**config.mk**
```make
export PLATFORM = sky130hd
export DESIGN_NAME = interp_phase_ctrl_flat
export DESIGN_NICKNAME = d
export VERILOG_FILES = /design/src/rtl/interp_ctrl_pkg.sv /design/src/rtl/interp_phase_ctrl_if.sv /design/src/rtl/interp_phase_acc.sv /design/src/rtl/interp_phase_ctrl.sv /design/src/flat_wrapper.sv
export SDC_FILE = /design/constraint.sdc
export NUM_CORES = 1
export LEC_CHECK = 0
export CAP_MARGIN = 10
export CORE_UTILIZATION = 30
export DETAILED_ROUTE_END_ITERATION = 12
export PLACE_DENSITY = 0.5
export SLEW_MARGIN = 5
export SYNTH_ARGS = -nofsm -noshare
export SYNTH_HDL_FRONTEND = slang
export SYNTH_SLANG_ARGS = --single-unit
```
**constraint.sdc**
```tcl
create_clock -name clk_sys -period 5.4 [get_ports clk_sys]
set_clock_uncertainty 0.05 [all_clocks]
set_input_delay 1.35 -clock clk_sys [delete_from_list [all_inputs] [get_ports clk_sys]]
set_output_delay 1.35 -clock clk_sys [all_outputs]
set_load 0.05 [all_outputs]
```
**src/rtl/interp_ctrl_pkg.sv**
```systemverilog
// Shared types and constants for the horizontal interpolation phase sequencer.
package interp_ctrl_pkg;

  localparam int unsigned RGBW = 16;

  typedef logic [RGBW-1:0] rgb565_t;

  typedef struct packed {
    rgb565_t prev;
    rgb565_t cur;
  } pix_pair_t;

  typedef enum logic [1:0] {
    IDLE  = 2'd0,
    PRIME = 2'd1,
    RUN   = 2'd2,
    DONE  = 2'd3
  } state_t;

  // One source pixel per output pixel in Q1.fracw.
  function automatic int unsigned step_one(input int unsigned fracw);
    return 32'd1 << fracw;
  endfunction

endpackage

```
**src/rtl/interp_phase_ctrl_if.sv**
```systemverilog
// Source pixel stream (valid/ready) from the line buffer read side.
interface interp_phase_ctrl_if;
  import interp_ctrl_pkg::*;

  logic    in_valid;
  logic    in_ready;
  rgb565_t in_rgb;

  modport master (output in_valid, output in_rgb, input in_ready);
  modport slave  (input in_valid, input in_rgb, output in_ready);
endinterface

```
**src/rtl/interp_phase_acc.sv**
```systemverilog
// Phase accumulator: step latch with zero-step substitution, fractional
// accumulator and "next source pixel needed" flag.
module interp_phase_acc
  import interp_ctrl_pkg::*;
#(
  parameter int unsigned FRACW = 8
) (
  input  logic             clk_sys,
  input  logic             rst_n,
  input  logic             load,
  input  logic [FRACW:0]   step,
  input  logic             advance,
  input  logic             fill,
  input  logic             drop,
  output logic [FRACW-1:0] acc_frac,
  output logic             need,
  output logic             need_next_c
);

  localparam int unsigned SW = FRACW + 1;
  localparam logic [FRACW:0] STEP_ONE = SW'(step_one(FRACW));

  logic [FRACW:0]   step_q;
  logic [FRACW-1:0] acc_q;
  logic [FRACW:0]   acc_sum;
  logic             need_q;

  assign acc_sum = {1'b0, acc_q} + step_q;

  // A carry means the next output falls past the current source pixel.
  always_comb begin
    need_next_c = need_q;
    if (load || drop)
      need_next_c = 1'b0;
    else if (advance && acc_sum[FRACW])
      need_next_c = 1'b1;
    else if (fill)
      need_next_c = 1'b0;
  end

  always_ff @(posedge clk_sys or negedge rst_n) begin
    if (!rst_n) begin
      step_q <= STEP_ONE;
      acc_q  <= '0;
      need_q <= 1'b0;
    end else begin
      need_q <= need_next_c;
      if (load) begin
        step_q <= (step == '0) ? STEP_ONE : step;
        acc_q  <= '0;
      end else if (advance) begin
        acc_q <= acc_sum[FRACW-1:0];
      end
    end
  end

  assign acc_frac = acc_q;
  assign need     = need_q;

endmodule

```
**src/rtl/interp_phase_ctrl.sv**
```systemverilog
// Horizontal phase sequencer feeding the RGB565 interpolator (upscale only).
// Optional JTFRAME_INTERP_STATS_EN builds a saturating underflow event counter.
module interp_phase_ctrl
  import interp_ctrl_pkg::*;
#(
  parameter int unsigned FRACW = 8,
  parameter int unsigned WW    = 12
) (
  input  logic                clk_sys,
  input  logic                rst_n,
  input  logic                line_start,
  input  logic [FRACW:0]      step,
  input  logic [WW-1:0]       out_width,
  input  logic                ce_out,
  interp_phase_ctrl_if.slave  src,
  output rgb565_t             rgb_cur,
  output rgb565_t             rgb_prev,
  output logic [FRACW-1:0]    fraction,
  output logic                blank,
  output logic                line_done,
  output logic                underflow,
  output logic [7:0]          underflows
);

  state_t           state_q, state_d;
  logic             prime_q, prime_d;
  logic [WW-1:0]    width_q, width_d;
  logic [WW-1:0]    count_q, count_d;
  pix_pair_t        pair_q;
  pix_pair_t        out_d;
  logic [FRACW-1:0] frac_d;
  logic             blank_d, underflow_d, line_done_d;
  logic             in_ready_q, in_ready_d;
  logic             accept, fill, emit, starve, drop;
  logic [FRACW-1:0] acc_frac;
  logic             need, need_next_c;

  // line_start wins over any handshake in the same cycle.
  assign accept = src.in_valid && in_ready_q && !line_start;
  assign fill   = accept && (state_q == RUN);

  interp_phase_acc #(.FRACW(FRACW)) u_acc (
    .clk_sys     (clk_sys),
    .rst_n       (rst_n),
    .load        (line_start),
    .step        (step),
    .advance     (emit),
    .fill        (fill),
    .drop        (drop),
    .acc_frac    (acc_frac),
    .need        (need),
    .need_next_c (need_next_c)
  );

  // Next state and next values of all registered outputs.
  always_comb begin
    state_d     = state_q;
    prime_d     = prime_q;
    width_d     = width_q;
    count_d     = count_q;
    out_d       = '{prev: rgb_prev, cur: rgb_cur};
    frac_d      = fraction;
    blank_d     = blank;
    underflow_d = underflow;
    emit        = 1'b0;
    starve      = 1'b0;
    drop        = 1'b0;

    if (line_start) begin
      state_d     = PRIME;
      prime_d     = 1'b0;
      width_d     = out_width;
      count_d     = '0;
      underflow_d = 1'b0;
      blank_d     = 1'b1;
    end else begin
      unique case (state_q)
        IDLE: blank_d = 1'b1;
        PRIME: begin
          blank_d = 1'b1;
          if (accept) begin
            prime_d = ~prime_q;
            if (prime_q)
              state_d = (width_q == '0) ? DONE : RUN;
          end
        end
        RUN: begin
          if (ce_out) begin
            count_d = count_q + WW'(1);
            if (need) begin
              starve  = 1'b1;
              blank_d = 1'b1;
            end else begin
              emit    = 1'b1;
              blank_d = 1'b0;
              frac_d  = acc_frac;
              out_d   = pair_q;
            end
            if (count_d == width_q) begin
              state_d = DONE;
              drop    = 1'b1;
            end
          end
        end
        DONE: begin
          blank_d = 1'b1;
          state_d = IDLE;
        end
        default: state_d = IDLE;
      endcase
    end

    if (starve) underflow_d = 1'b1;
    line_done_d = (state_d == DONE);
  end

  assign in_ready_d = (state_d == PRIME) || ((state_d == RUN) && need_next_c);

  always_ff @(posedge clk_sys or negedge rst_n) begin
    if (!rst_n) begin
      state_q    <= IDLE;
      prime_q    <= 1'b0;
      width_q    <= '0;
      count_q    <= '0;
      rgb_cur    <= '0;
      rgb_prev   <= '0;
      fraction   <= '0;
      blank      <= 1'b1;
      underflow  <= 1'b0;
      line_done  <= 1'b0;
      in_ready_q <= 1'b0;
    end else begin
      state_q    <= state_d;
      prime_q    <= prime_d;
      width_q    <= width_d;
      count_q    <= count_d;
      rgb_cur    <= out_d.cur;
      rgb_prev   <= out_d.prev;
      fraction   <= frac_d;
      blank      <= blank_d;
      underflow  <= underflow_d;
      line_done  <= line_done_d;
      in_ready_q <= in_ready_d;
    end
  end

  // Working pair shifts on every accepted source pixel.
  always_ff @(posedge clk_sys or negedge rst_n) begin
    if (!rst_n)
      pair_q <= '0;
    else if (accept) begin
      pair_q.prev <= pair_q.cur;
      pair_q.cur  <= src.in_rgb;
    end
  end

  assign src.in_ready = in_ready_q;

`ifdef JTFRAME_INTERP_STATS_EN
  logic [7:0] uf_cnt_q;

  always_ff @(posedge clk_sys or negedge rst_n) begin
    if (!rst_n)
      uf_cnt_q <= 8'h00;
    else if (starve && (uf_cnt_q != 8'hFF))
      uf_cnt_q <= uf_cnt_q + 8'd1;
  end

  assign underflows = uf_cnt_q;
`else
  assign underflows = 8'h00;
`endif

endmodule

```
**src/flat_wrapper.sv**
```systemverilog
// flat-port wrapper written by rule: the top's interface ports become plain ports
module interp_phase_ctrl_flat import interp_ctrl_pkg::*;
#(
  parameter int unsigned FRACW = 8,
  parameter int unsigned WW    = 12
)
  (clk_sys, rst_n, line_start, step, out_width, ce_out, rgb_cur, rgb_prev, fraction, blank, line_done, underflow, underflows, src_in_valid, src_in_rgb, src_in_ready);
  interp_phase_ctrl_if src_i ();
  input  logic clk_sys;
  input  logic rst_n;
  input  logic line_start;
  input  logic [FRACW:0] step;
  input  logic [WW-1:0] out_width;
  input  logic ce_out;
  output rgb565_t rgb_cur;
  output rgb565_t rgb_prev;
  output logic [FRACW-1:0] fraction;
  output logic blank;
  output logic line_done;
  output logic underflow;
  output logic [7:0] underflows;
  input wire logic [$bits(src_i.in_valid)-1:0] src_in_valid;
  input wire logic [$bits(src_i.in_rgb)-1:0] src_in_rgb;
  output wire logic [$bits(src_i.in_ready)-1:0] src_in_ready;
  assign src_i.in_valid = src_in_valid;
  assign src_i.in_rgb = src_in_rgb;
  assign src_in_ready = src_i.in_ready;
  interp_phase_ctrl #(.FRACW(FRACW), .WW(WW)) u_core (.clk_sys(clk_sys), .rst_n(rst_n), .line_start(line_start), .step(step), .out_width(out_width), .ce_out(ce_out), .src(src_i), .rgb_cur(rgb_cur), .rgb_prev(rgb_prev), .fraction(fraction), .blank(blank), .line_done(line_done), .underflow(underflow), .underflows(underflows));
endmodule
```
# [Word level (Yosys, flattened, before mapping)]
# Cells that the tools add are included.
[totals] reg_bits=121 wordCells=86 in_bits=42 out_inout_bits=52 ram_bits=0 rom_bits=0 latchBits=0 mem_count=0
[op_classes] shifts=0 mul=0 n_reduce_logical=21 mux=36 magnitude_cmp=0 eq_ne=8 add_sub_neg=2 bitwise_logic=3 n_div=0
[op_table] op="12-bit two-way mux" count=3
[op_table] op="1-bit two-way mux" count=23
[op_table] op="8-bit two-way mux" count=2
[op_table] op="12-bit by 1-bit adder with 12-bit output (second input constant)" count=1
[op_table] op="12-bit equality test" count=1
[op_table] op="12-bit zero test" count=1
[op_table] op="2-bit nonzero test" count=6
[op_table] op="2-bit two-way mux" count=5
[op_table] op="8-bit by 9-bit adder with 9-bit output" count=1
[op_table] op="9-bit zero test" count=1
[op_table] op="9-bit two-way mux" count=1
[op_table] op="2-bit equality test (second input constant)" count=4
[op_table] op="2-bit one-hot mux with 3 select lines" count=1
[op_table] op="1-bit logical AND" count=5
[op_table] op="2-bit by 1-bit equality test with 1-bit output (second input constant)" count=2
[op_table] op="2-bit AND reduction" count=2
[op_table] op="4-bit AND reduction" count=1
[op_table] op="3-bit != test (second input constant)" count=1
[op_table] op="1-bit inverter" count=3
[op_table] op="3-bit OR reduction" count=1
[op_table] op="2-bit zero test" count=1
[op_table] op="1-bit logical OR" count=2
[op_table] op="1-bit one-hot mux with 2 select lines" count=1
[op_table] op="1-bit zero test" count=1

# [Depth between registers and ports, before layout]
[logic_depth] word_depth=10 mapped_depth=8 mapped_depth_nobuf=8

# [By module]
# Synthesis repeated with hierarchy kept, for this count alone.
[hier_totals] cells_unflattened=593 hier_area_um2=5621.6
[by_module_without_submodules] mod="interp_phase_ctrl" seq_area_each_um2=2578.7 cells_per_inst=491 n_inst=1 area_each_um2=4524.3
[by_module_without_submodules] mod="interp_phase_acc" seq_area_each_um2=451.7 cells_per_inst=102 n_inst=1 area_each_um2=1097.3

# [Least setup slack after synthesis]
# No wires, ideal clock.
[synth_path] kind="input port to flip-flop" start="input port ce_out" end="register u_core.fraction[4]" arrival_ps=2626 stages=6 setup_ps=125 t_required_ps=5225 setup_slack_ps=2599 n_path_buf=2 cell_sequence="inv_1 -> or3_1 -> buf_2 -> nor2_2 -> buf_2 -> mux2_2"
[synth_via] elab_chain_cells=1
[synth_rtl] element="from (decl)" line_no="flat_wrapper.sv:14" text="input logic ce_out;"
[synth_rtl] element="4-bit AND reduction (no source line)"
[synth_rtl] element="to (signal assigned)" line_no="interp_phase_ctrl.sv:139" text="fraction <= frac_d;"
[synth_rtl] element="to (decl)" line_no="interp_phase_ctrl.sv:18" text="output logic [FRACW-1:0] fraction,"
# Every way passes these cells.
# A chain may end at the register's enable or synchronous reset.

# [Worst setup path in the final report]
[layout_path] start="input port src_in_valid" end="register u_core.in_ready_q, in the netlist u_core.src.in_ready"
[layout_via] elab_chain_cells=8 word_cells_on_any_way=13 cone_classes="2 x eq/ne; 6 x mux; 5 x reduce/logical"
[layout_rtl] element="from (decl)" line_no="flat_wrapper.sv:22" text="input wire logic [$bits(src_i.in_valid)-1:0] src_in_valid;"
[layout_rtl] element="1-bit logical AND (*) (2 in a row)" line_no="interp_phase_ctrl.sv:39" text="assign accept = src.in_valid && in_ready_q && !line_start;"
[layout_rtl] element="2-bit two-way mux or 1-bit logical AND (tied branches)" line_no="interp_phase_ctrl.sv:81, interp_phase_ctrl.sv:40"
[layout_rtl] element="2-bit one-hot mux with 3 select lines or 1-bit two-way mux (tied branches)" line_no="interp_phase_ctrl.sv:77, interp_phase_acc.sv:37"
[layout_rtl] element="2-bit two-way mux or 1-bit two-way mux (tied branches)" line_no="interp_phase_ctrl.sv:69, interp_phase_acc.sv:35"
[layout_rtl] element="2-bit equality test or 1-bit two-way mux (tied branches)" line_no="interp_phase_ctrl.sv:117, interp_phase_acc.sv:33"
[layout_rtl] element="1-bit logical AND" line_no="interp_phase_ctrl.sv:117" text="assign in_ready_d = (state_d == PRIME) || ((state_d == RUN) && need_next_c);"
[layout_rtl] element="1-bit logical OR (*)" line_no="interp_phase_ctrl.sv:117"
[layout_rtl] element="net u_core.in_ready_d" line_no="interp_phase_ctrl.sv:33" text="logic in_ready_q, in_ready_d;"
[layout_rtl] element="to (signal assigned)" line_no="interp_phase_ctrl.sv:143" text="in_ready_q <= in_ready_d;"
[layout_rtl] element="to (decl)" line_no="interp_phase_ctrl.sv:33"
# Mark *: on every way through the listed nets, which the timed path passes. The rest lies on a longest branch.

==> impl_metrics.csv <==
group,metric,value,unit
setup_path,critical_path_class,"in -> reg",
setup_path,crit_family,"buffers and inverters",
sta,maxSlewViolCount,0,
cells_and_area,layout_commonest_cell,"dfrtp_1",
routing,routed_wirelength,12220,um
yosys,yosysWarnings,0,
yosys,synthMuxAreaShare,12.66,%
setup_path,required,5.64,ns
cells_and_area,drive_gt1_share,17.40,%
cts,ctsRootBufferMaster,"clkbuf_16",
place,io_buffers,85,
die,die_h,136.4,um
sta,setup_slack,1.935,ns
cells_and_area,num_antenna_cells,0,
die,die-area,18600,um^2
routing,num_vias,3757,
cells_and_area,most-common-layout-cells,"dfrtp_1 (119), nand2_1 (117), clkdlybuf4s50_1 (83)",
cells_and_area,synthToLayoutAreaGrowth,30.21,%
yosys,synth_top_family_by_area,"simple AND/OR/NAND/NOR gates",
run,maxCapViolations,0,
yosys,syn_avg_cell_area,11.01,um^2
sta,hold_viol_final,0,
setup_path,cp.arrival,3.71,ns
sta,min_period,3.465,ns
setup_path,cpPeakStageDelay,0.77,ns
setup_path,cp_max_fo,34,
routing,vias_per_cell,4.599,
setup_path,path_cells,"clkdlybuf4s50_1 > nand3_1 > buf_4 > inv_1 > a31oi_1 > o41ai_1",
yosys,synth-simple-area-share,15.08,%
die,core_area,17480,um^2
yosys,yosysUniqueCellTypes,47,
place,dp_worst_setup_slack,1.452,ns
yosys,netlist_area,5416,um^2
yosys,yosysSeqAreaShare,55.95,%
yosys,synth-seq-cells,121,
cts,clk_pin_slew,0.06,ns
place,hpwl,8434,um
place,gp_congestion,0.7990,
power_and_ir_drop,p_per_area,354.9,nW/um^2
cts,numCtsBuffers,17,
cells_and_area,regArea,3030,um^2
yosys,synth_edf_count,0,
yosys,synth_compound_area_share,5.475,%
global_routing,antenna_found_initial,0,
cells_and_area,n_fill_cell,1673,
min_path,worstHoldPathType,"reg -> reg",
sta,max_freq,288.6,MHz
yosys,synth_xor_xnor_area_share,5.013,%
die,pin_count,94,
cells_and_area,multiInputGateArea,2238,um^2
global_routing,grt_pass1_wl,20180,um
cells_and_area,stdcell_count,817,
sta,worstMarginPinSlew,0.9934,ns
yosys,synthArstFlopShare,100.0,%
yosys,synth_flop_cell,"dfrtp_1",
sta,period_share,64.18,%
yosys,synthAdderAreaFrac,2.449,%
cts,clkLatencyLatePin,0.42,ns
routing,ant_nets,0,
routing,first_pass_iters,4,
sta,fin_tns_setup,0,ns
setup_path,worstSetupEndpointType,"register",
die,die_width,136.4,um
cts,cts_max_path_buffers,2,
global_routing,grt_overflow,0,
global_routing,grt_usage,14.40,%
setup_path,cp-start-kind,"primary input",
cts,cts_hold_buffers,0,
cts,cts_resized,0,
cts,post_cts_buffers,0,
routing,wl_per_cell,14.95,um
place,dp.cells,785,
sta,final-setup-viol-count,0,
cts,cts.sinks,121,
setup_path,cp.buffers_inverters,3,
die,rows,48,
die,start_util,30.99,%
routing,drc,0,
sta,grt_setup_unrepaired,"false",
setup_path,critical-path-slowest-cell,"inv_1",
global_routing,grt_max_degree,51,
cts,htree_num_levels,4,
cts,cts_tree,"yes",
run_status,status,"finished, final reports clean",
sta,maxSlewHeadroom,33.70,%
global_routing,first_global_vias,3933,
power_and_ir_drop,leakagePower,3.208,nW
yosys,synthCells,492,
power_and_ir_drop,worst_ir_drop_vdd,0.0002308,V
routing,drt_iter0_drc,162,
cells_and_area,final_nets,631,
==> metrics by stage <==
stage / util, % / instance area (um^2) / total power, mW / hold slack, ns
2_1_floorplan: - / 5443 / 1.279 / 0.3902
3_3_place_gp: 37.02 / 6470 / 1.399 / 0.4045
3_5_place_dp: 37.02 / 6470 / 1.405 / 0.4076
4_1_cts: 40.36 / 7053 / 2.533 / 0.4249
5_1_grt: 40.36 / 7053 / 2.614 / 0.4475
6_report: 40.36 / 7053 / 2.503 / 0.4208
==> synth_stat cells, drive strengths merged (2+ instances only) <==
cell type	number	area share (%)
a211oi	2	0.28
xor2	6	0.97
inv	7	0.49
nand3	10	0.92
a31oi	3	0.35
ha	9	2.1
buf	17	2.0
a21oi	16	1.5
nand4	2	0.51
nand2	117	8.1
o21bai	2	0.28
xnor2	25	4.0
dfrtp	119	55
nor2	31	2.2
a21o	2	0.28
a21boi	2	0.28
nor4	8	0.92
or3	4	0.46
clkbuf	12	0.85
dfstp	2	0.97
nand2b	2	0.23
nor3	10	1.0
o21a	4	0.55
o21ai	5	0.53
mux2	60	12
nand3b	2	0.28
==> metal layers <==
metal,up-vias,track usage [%],wire [um]
li1,1817,-,-
met1,1851,18.06,5564
met2,76,23.01,5938
met3,13,4.661,541
met4,0,5.370,174
met5,-,0,0
==> cells by family (layout without fill, tap and decap cells) <==
family	count (synthesis)	count (layout)
and+or+nand+nor	189	189
DFF	121	121
muxes	61	61
AOI/OAI and AO/OA	43	43
buffers and inverters	36	129
xor gates and xnor gates	31	31
adders and majority gates	10	10
other	1	8
==> flip-flops by register name, summed over array words and instances, names as in the netlist <==
register               cells
u_core.underflow           1
u_core.blank               1
u_core.rgb_prev           16
u_core.rgb_cur            16
u_core.state_q             2
u_core.fraction            8
u_core.line_done           1
u_core.count_q            12
u_core.u_acc.need          1
u_core.width_q            12
u_core.u_acc.step_q        9
u_core.pair_q             32
u_core.prime_q             1
u_core.u_acc.acc_frac      8
u_core.src.in_ready        1
==> worst register-to-register path: stages (launching register included) <==
cell and delay, ns:
dfrtp_1 0.41, ha_1 0.23, fa_1 0.43, a211oi_1 0.35, o21ai_0 0.20, a31oi_1 0.22
xnor2_1 0.16, a21oi_1 0.11, o41ai_1 0.29
==> layout make-up <==
cell class                      count  area share, %
Multi-Input combinational cell    342          31.74
Clock buffer                       17          6.032
Sequential cell                   121          42.97
Tap cell                          225          3.991
Timing Repair Buffer               90          12.67
Clock inverter                     15          2.235
Inverter                            7         0.3725
==> final timing paths <==
| path | start | to | slack (ns) | cells after the start |
|---|---|---|---|---|
| max in group asynchronous | rst_n | u_core.count_q[8] | 3.48 | 2 |
| setup reg to reg | u_core.u_acc.acc_frac[0] | u_core.src.in_ready | 2.83 | 8 |
| hold / removal | u_core.pair_q[27] | u_core.pair_q[27] | 0.42 | 2 |
| min in group asynchronous | rst_n | u_core.count_q[5] | 0.82 | 1 |
| hold reg to reg | u_core.pair_q[27] | u_core.pair_q[27] | 0.42 | 2 |
| setup / recovery | src_in_valid | u_core.src.in_ready | 1.93 | 6 |
==> where the power goes <==
group	internal (mW)	leakage, nW	total, mW	switching (mW)
logic	0.127	1.34	0.310	0.183
clock network	0.652	0.286	1.12	0.467
registers	1.01	1.58	1.07	0.0685
No activity file was read; power rests on OpenSTA's default activity.
